===== config.mk =====
export PLATFORM = sky130hd
export DESIGN_NAME = ssr_sequencer
export DESIGN_NICKNAME = d
export VERILOG_FILES = /design/src/rtl/ssr_sequencer.sv
export SDC_FILE = /design/constraint.sdc
export NUM_CORES = 1
export LEC_CHECK = 0
export BUFFER_PORTS_ARGS = -buffer_cell sky130_fd_sc_hd__buf_2
export CAP_MARGIN = 20
export CORE_AREA = 8 8 105 107
export CTS_CLUSTER_DIAMETER = 150
export CTS_CLUSTER_SIZE = 16
export DETAILED_ROUTE_END_ITERATION = 12
export DIE_AREA = 0 0 113 115
export PLACE_DENSITY = 0.75
export SETUP_SLACK_MARGIN = 0.15
export SYNTH_ARGS = -nofsm -noshare
export SYNTH_HDL_FRONTEND = slang
export SYNTH_SLANG_ARGS = --single-unit

===== constraint.sdc =====
create_clock -name clk -period 3.2 [get_ports clk]
set_input_delay 0.32 -clock clk [delete_from_list [all_inputs] [get_ports clk]]
set_output_delay 0.32 -clock clk [all_outputs]
set_load 0.02 [all_outputs]

===== src/rtl/ssr_sequencer.sv =====
// Single-shot-readout sequencer: clear, alternating swap/gate windows, readout, resync of the flip decision.
// Optional SSR_FLIP_COUNT_EN adds a saturating count of done pulses that reported a flip.
module ssr_sequencer #(
    parameter int N_REP_W   = 16,
    parameter int WIN_W     = 16,
    parameter int PULSE_LEN = 4
) (
    input  logic               clk,
    input  logic               reset,
    input  logic               start,
    input  logic               abort,
    input  logic [N_REP_W-1:0] n_rep,
    input  logic [WIN_W-1:0]   window_len,
    input  logic               flip_in,
    output logic               ssr,
    output logic               flip_clr,
    output logic               swap,
    output logic               gate,
    output logic               readout,
    output logic               busy,
    output logic               done,
    output logic               result
`ifdef SSR_FLIP_COUNT_EN
    ,
    input  logic               flip_count_clr,
    output logic [15:0]        flip_count
`endif
);

    typedef enum logic [2:0] {IDLE, CLEAR, SWAP, WINDOW, READOUT, WAIT} state_t;

    localparam logic [3:0]         PL_LAST  = 4'(PULSE_LEN - 1);
    localparam logic [3:0]         WAIT_LAST = 4'd2;
    localparam logic [WIN_W-1:0]   WIN_ONE  = WIN_W'(1);
    localparam logic [N_REP_W:0]   REP_ONE  = (N_REP_W+1)'(1);

    state_t             state, state_nxt;
    logic [3:0]         scnt, scnt_nxt;
    logic [WIN_W-1:0]   wcnt, wcnt_nxt, win_q, win_nxt;
    logic [N_REP_W:0]   rcnt, rcnt_nxt, rcnt_inc;
    logic [N_REP_W-1:0] nrep_q, nrep_nxt;
    logic               half, half_nxt;
    logic               sync1, sync2;
    logic               kill, wrap_up;

    assign kill     = abort && (state != IDLE);
    // Outputs lag the state by one cycle, so IDLE with busy still high marks the WAIT exit.
    assign wrap_up  = (state == IDLE) && busy;
    assign rcnt_inc = rcnt + REP_ONE;

    always_comb begin
        state_nxt = state;
        scnt_nxt  = scnt;
        wcnt_nxt  = wcnt;
        rcnt_nxt  = rcnt;
        half_nxt  = half;
        nrep_nxt  = nrep_q;
        win_nxt   = win_q;
        if (kill) begin
            state_nxt = IDLE;
            scnt_nxt  = '0;
            wcnt_nxt  = '0;
            rcnt_nxt  = '0;
            half_nxt  = 1'b0;
        end else begin
            case (state)
                IDLE: if (start && !busy) begin
                    nrep_nxt  = n_rep;
                    win_nxt   = (window_len == '0) ? WIN_ONE : window_len;
                    scnt_nxt  = '0;
                    wcnt_nxt  = '0;
                    rcnt_nxt  = '0;
                    half_nxt  = 1'b0;
                    state_nxt = CLEAR;
                end
                CLEAR: if (scnt == PL_LAST) begin
                    scnt_nxt  = '0;
                    state_nxt = (nrep_q != '0) ? SWAP : READOUT;
                end else begin
                    scnt_nxt = scnt + 4'd1;
                end
                SWAP: begin
                    wcnt_nxt  = '0;
                    state_nxt = WINDOW;
                end
                WINDOW: if (wcnt == win_q - WIN_ONE) begin
                    half_nxt = ~half;
                    if (!half) begin
                        state_nxt = SWAP;
                    end else begin
                        rcnt_nxt  = rcnt_inc;
                        state_nxt = (rcnt_inc < {1'b0, nrep_q}) ? SWAP : READOUT;
                    end
                end else begin
                    wcnt_nxt = wcnt + WIN_ONE;
                end
                READOUT: if (scnt == PL_LAST) begin
                    scnt_nxt  = '0;
                    state_nxt = WAIT;
                end else begin
                    scnt_nxt = scnt + 4'd1;
                end
                WAIT: if (scnt == WAIT_LAST) begin
                    scnt_nxt  = '0;
                    state_nxt = IDLE;
                end else begin
                    scnt_nxt = scnt + 4'd1;
                end
                default: state_nxt = IDLE;
            endcase
        end
    end

    always_ff @(posedge clk or posedge reset) begin
        if (reset) begin
            state  <= IDLE;
            scnt   <= '0;
            wcnt   <= '0;
            rcnt   <= '0;
            half   <= 1'b0;
            nrep_q <= '0;
            win_q  <= '0;
        end else begin
            state  <= state_nxt;
            scnt   <= scnt_nxt;
            wcnt   <= wcnt_nxt;
            rcnt   <= rcnt_nxt;
            half   <= half_nxt;
            nrep_q <= nrep_nxt;
            win_q  <= win_nxt;
        end
    end

    always_ff @(posedge clk or posedge reset) begin
        if (reset) begin
            sync1 <= 1'b0;
            sync2 <= 1'b0;
        end else begin
            sync1 <= flip_in;
            sync2 <= sync1;
        end
    end

    // Abort clears the strobes on the same edge the FSM drops to IDLE.
    always_ff @(posedge clk or posedge reset) begin
        if (reset) begin
            ssr      <= 1'b0;
            flip_clr <= 1'b0;
            swap     <= 1'b0;
            gate     <= 1'b0;
            readout  <= 1'b0;
            busy     <= 1'b0;
            done     <= 1'b0;
            result   <= 1'b0;
        end else if (kill) begin
            ssr      <= 1'b0;
            flip_clr <= 1'b0;
            swap     <= 1'b0;
            gate     <= 1'b0;
            readout  <= 1'b0;
            busy     <= 1'b0;
            done     <= 1'b0;
        end else begin
            ssr      <= (state == CLEAR);
            flip_clr <= (state == CLEAR);
            swap     <= (state == SWAP);
            gate     <= (state == WINDOW);
            readout  <= (state == READOUT);
            busy     <= (state != IDLE);
            done     <= wrap_up;
            if (wrap_up) result <= sync2;
        end
    end

`ifdef SSR_FLIP_COUNT_EN
    always_ff @(posedge clk or posedge reset) begin
        if (reset)
            flip_count <= '0;
        else if (flip_count_clr)
            flip_count <= '0;
        else if (wrap_up && sync2 && (flip_count != 16'hFFFF))
            flip_count <= flip_count + 16'd1;
    end
`endif

endmodule


==> results of run 1 <==
worst max-delay path: stages, from the launching register on:
cell      delay (ps)
dfrtp_1          400
inv_2             90
ha_4             130
or4b_4           460
or4b_4           520
a211oi_2         210
o32ai_1          110
or4_1            420
buf_6            160
nor2_4           170
buf_6            150
o21ai_4           90
a22o_1           270
state kept, by name, indices dropped and copies added (netlist names):
register / flops
rcnt: 17
nrep_q: 16
wcnt: 16
win_q: 16
scnt: 4
state: 3
busy: 1
done: 1
flip_clr: 1
gate: 1
half: 1
readout: 1
result: 1
swap: 1
sync1: 1
sync2: 1
Yosys cell counts, types with 5 or more instances:
cell,count,area share (%)
xor2_1,9,1.6
mux2_2,32,7.3
nand3_1,23,2.3
a31oi_1,7,0.88
nand2_1,34,2.6
nor4_1,12,1.5
nand4_1,11,1.4
dfrtp_1,82,41
and3_1,8,1.0
a21o_1,7,1.1
a22o_1,14,2.5
or4_1,5,0.76
nor3_1,17,1.7
and2_1,5,0.63
nor2_1,20,1.5
o211ai_1,9,1.4
a21oi_1,19,1.9
clkbuf_1,14,1.1
inv_1,36,2.7
ha_1,21,5.3
xnor2_1,25,4.4
o21ai_0,19,1.9
path summary, 6_finish.rpt:
path,endpoint,cells past startpoint,slack (ps)
worst max-delay path,rcnt[5],12,-90
worst min-delay path,sync1,1,50
worst max register to register,rcnt[5],12,-90
worst min register to register,sync2,0,370
max in group asynchronous,sync1,3,2330
min in group asynchronous,nrep_q[1],2,70
cell type report:
class | count | share of cell area [%]
multi-input cells | 364 | 47.05
flip-flops and latches | 82 | 34.55
repair buffers | 79 | 8.905
clock buffers | 12 | 2.779
well taps | 114 | 2.400
inverters | 36 | 2.295
clock inverters | 4 | 2.021
power breakdown:
part	internal (uW)	switching (uW)
Sequential	1300	294
Combinational	748	883
Clock	661	379
metal layers:
metal  global-route usage, %  wire (um)  vias up
met1                   22.43       5089     2034
met3                   6.197        630       38
li1                        -          -     2005
met5                       0          0        -
met4                   10.39        423        0
met2                   33.49       6041      130
kinds of logic after synthesis:
family / after synthesis / share of synthesized area [%]
AO/OA/AOI/OAI: 110 / 16.29
XOR/XNOR: 34 / 6.010
adder cells (fa/ha/maj): 22 / 5.505
buffers and inverters: 58 / 4.899
flip-flops: 82 / 41.41
multiplexers: 32 / 7.273
AND/OR/NAND/NOR: 165 / 18.61
through the flow:
step	instance area, sq um	power, uW	utilization (%)	setup TNS [ps]
floorplan	4969	2663	-	-1836
global placement	5425	3049	57.35	-19.56
detailed placement	5425	3136	57.35	-1973
CTS	5861	4241	61.96	-61.88
global route	5943	4553	62.83	-4427
finish	5943	4264	62.83	-1187
layout by cell type, fill, tap and decap left out, types with 10 or more instances in the layout:
master,count
clkbuf_8,12
ha_1,19
a22o_1,14
buf_2,44
o21ai_0,12
nor4_1,10
xnor2_1,25
nand2_1,32
dfrtp_1,81
inv_1,34
a21oi_1,17
mux2_2,32
nand4_1,11
nor2_1,19
buf_4,25
nand3_1,23
nor3_1,17
what timing repair did:
item | CTS | global route
resized for setup | 30 | 13
cloned | 1 | 1
hold buffers | 0 | 0
setup buffers | 6 | 2
setup endpoints to repair | 36 | 37
pin swaps | 18 | 11
==> results.ini, run 1 <==
[run_status]
violations=negative setup slack
status=finished, violations left

[timing]
rsz0062_at_grt=true
period_minus_slack_ps=3290
finalClockSkew_ps=10.51
drv_slew=0
setup_ws_ps=-89.88
final-setup-viol-count=23
fmax_ghz=0.3040
finalCritPeriodShare_pct=102.8
hold_viol_final=0
worst_pin_slew_ps=834.5
holdWs_ps=52.09
max-slew-margin-rel_pct=43.78

[yosys]
synth_cells=503
syn_area_sq_um=4955
yosys_warnings=0
async_reset_ff_share_pct=100.0
ys_types=74
syn_avg_cell_area_sq_um=9.850
synth-seq-cells=82
synth_ff_type=dfrtp_1
mappedNetlistNets=561
synth_edf_count=0
synth_seq_area_share_pct=41.41

[setup_path]
crit_fanout=7
arrival_ps=3560
worstPathRequired_ps=3470
cp-startpoint=win_q[0]
end_kind=flop
worstReg2RegStart=win_q[0]
start_kind=flop
critPathKind=flop to flop

[layout]
seq_area_sq_um=2053
multiInputGateArea_sq_um=2796
drive_gt1_share_pct=28.42
nets=630
fill_cells=757
final-instance-count-excl-fill=691
antenna_cells=0
syn2layout_area_growth_pct=19.95

[floorplan]
rows=36
die-width_um=113
core_sq_um=9459
fp.dieH_um=115
ios=45
die-area_sq_um=13000
start_util_pct=52.38

[clock_tree]
numCtsBuffers=9
cts_tree=yes
clk_pin_slew_ps=80
clk_latency_ps=380
cts_max_level=3
cts.sinks=82
cts_buffer_depth=2
clockRootBuffer=clkbuf_8

[route]
drc=0
vias_per_cell=6.088
drt_iter0_drc=226
drt_wl_total_mm=12.19
drt_pass1_iterations=5
ant_nets=0
wire_per_inst_um=17.63
vias=4207

[pwr]
pwr_density_cell_nw_per_um2=717.5
vdd_drop_max_v=0.0005568
leakage_uw=0.002735

[placement]
place_ws_ps=-96.54
portBuffers=44
dp_cells=665
hpwlAfterDp_mm=8.670
place.gp.congestion=0.8467

[job]
max_cap_viol_count=0

[grt]
grt_usage_pct=19.92
grt-ovfl-total=0
grt_pass1_wl_mm=20.80
grt_max_degree=47
antenna_found_initial=0
grt_pass1_vias=4413

[min_path]
hold_start=flip_in
min_path_type=input port to flop

(Power assumes the default switching activity.)
==> run 2, diff against run 1 <==
--- a/config.mk
+++ b/config.mk
@@ -13,7 +13,9 @@
 export DETAILED_ROUTE_END_ITERATION = 12
 export DIE_AREA = 0 0 113 115
 export PLACE_DENSITY = 0.75
+export RECOVER_POWER = 100
 export SETUP_SLACK_MARGIN = 0.15
 export SYNTH_ARGS = -nofsm -noshare
 export SYNTH_HDL_FRONTEND = slang
 export SYNTH_SLANG_ARGS = --single-unit
+export TNS_END_PERCENT = 5
==> results.ini, run 2 (synthesis gave the netlist of run 1 again) <==
[run_status]
status=finished, violations left
violations=max-capacitance violations, max-slew violations, negative setup slack

[grt]
grt_pass1_wl_mm=19.76
grt_max_degree=40
grt_usage_pct=18.72
grt-ovfl-total=0
antenna_found_initial=0
grt_pass1_vias=4240

[timing]
period_minus_slack_ps=3250
holdWs_ps=65.97
setup_ws_ps=-50.11
final-setup-viol-count=16
fmax_ghz=0.3077
worst_pin_slew_ps=1757
finalCritPeriodShare_pct=101.6
drv_slew=40
finalClockSkew_ps=12.65
hold_viol_final=0
rsz0062_at_grt=true
max-slew-margin-rel_pct=-17.77

[layout]
top_register=rcnt
final_cell_area_sq_um=5684
largest_register_ffs=17
nets=622
antenna_cells=0
syn2layout_area_growth_pct=14.72
drive_gt1_share_pct=23.20
final_cell_mix=dfrtp_1, buf_2, nand2_1, inv_1, mux2_2
fill_cells=811
layout_commonest_cell=dfrtp_1

[floorplan]
die-width_um=113
start_util_pct=52.38
rows=36
ios=45
die-area_sq_um=13000
fp.dieH_um=115
core_sq_um=9459

[clock_tree]
clk_latency_ps=370
cts_hold_buf=0
clk_pin_slew_ps=80
cts_tree=yes
numCtsBuffers=9
clockRootBuffer=clkbuf_8
cts.sinks=82
cts_buffer_depth=2
cts_max_level=3

[setup_path]
rrSetupSlack_ps=-50
critPathKind=flop to flop
crit_fanout=8
crit_top_cell=or4b_4
cpMaxStageDelayCell=or4b_4
worstPathRequired_ps=3500
crit_chain=inv_1, ha_4, or4b_4, or4b_4, a211oi_2, o32ai_1, or4_1, buf_6, o311a_4, a31o_1, a21oi_2
start_kind=flop
critical_path_depth=11
max_stage_delay_ps=520
crit_family=simple AND/OR/NAND/NOR gates
critPathBufInv=2
end_kind=flop
arrival_ps=3550
reg2regPathDepth=11

[route]
drc=0
drt_wl_total_mm=11.64
drt_pass1_iterations=4
wire_per_inst_um=17.04
ant_nets=0
drt_iter0_drc=247
vias=4084
vias_per_cell=5.980

[min_path]
min_path_type=input port to flop
min_path_cells=1

[placement]
dpl_cell_area_sq_um=5433
hpwlAfterDp_mm=8.674
portBuffers=44
place.gp.congestion=0.8302
place_ws_ps=-91.44

[pwr]
p_total_uw=4012
pwr_density_cell_nw_per_um2=705.8
leakage_uw=0.002598
vdd_drop_max_v=0.0003860

[job]
max_cap_viol_count=1

==> run 2: where the power goes <==
group,switching [uW],internal (uW),total [uW],leakage [uW]
clock network,385,462,847,0.000109
registers,271,1300,1570,0.00106
logic,870,725,1590,0.00143
==> run 2: worst paths after layout <==
| check | from | endpoint |
|---|---|---|
| setup reg to reg | win_q[1] | wcnt[14] |
| max in group asynchronous | reset | scnt[1] |
| setup / recovery | win_q[1] | wcnt[14] |
| min in group asynchronous | reset | nrep_q[5] |
| hold reg to reg | sync1 | sync2 |
| hold / removal | flip_in | sync1 |
==> run 2: per-stage QoR <==
step | utilization, % | cells | TNS [ps]
floorplan | - | 503 | -1836
global placement | 57.43 | 666 | -3.852
detailed placement | 57.43 | 666 | -1572
CTS | 60.08 | 682 | -52.96
global route | 60.09 | 683 | -2629
finish | 60.09 | 683 | -269.6
==> run 2: cell type report <==
class / count / area (sq um) / share of cell area (%)
clock buffers: 10 / 137.6 / 2.421
clock inverters: 6 / 88.84 / 1.563
inverters: 36 / 136.4 / 2.399
multi-input cells: 363 / 2703 / 47.55
flip-flops and latches: 82 / 2052 / 36.10
well taps: 114 / 142.6 / 2.509
repair buffers: 72 / 424.2 / 7.462
==> run 2: worst reg2reg max path, delay by kind of cell, from the launching register on <==
family,cells,cell delay (ps)
DFF,1,390
and+or+nand+nor,3,1410
AOI/OAI and AO/OA,5,1000
adders and majority gates,1,130
buffers and inverters,2,260
==> run 2: what timing repair did <==
item                       CTS  global route
setup endpoints to repair   36            37
gates cloned                 0             0
pin swaps                   10             3
gates resized for setup      7             3
buffers inserted             0             1
==> run 2: routing by layer <==
metal  up-vias  wire [um]  global-route usage (%)
met5         -          0                       0
met4         0        245                   7.105
met3        19        529                   5.357
met2        89       5797                   31.87
met1      2000       5069                   22.04
li1       1976          -                       -
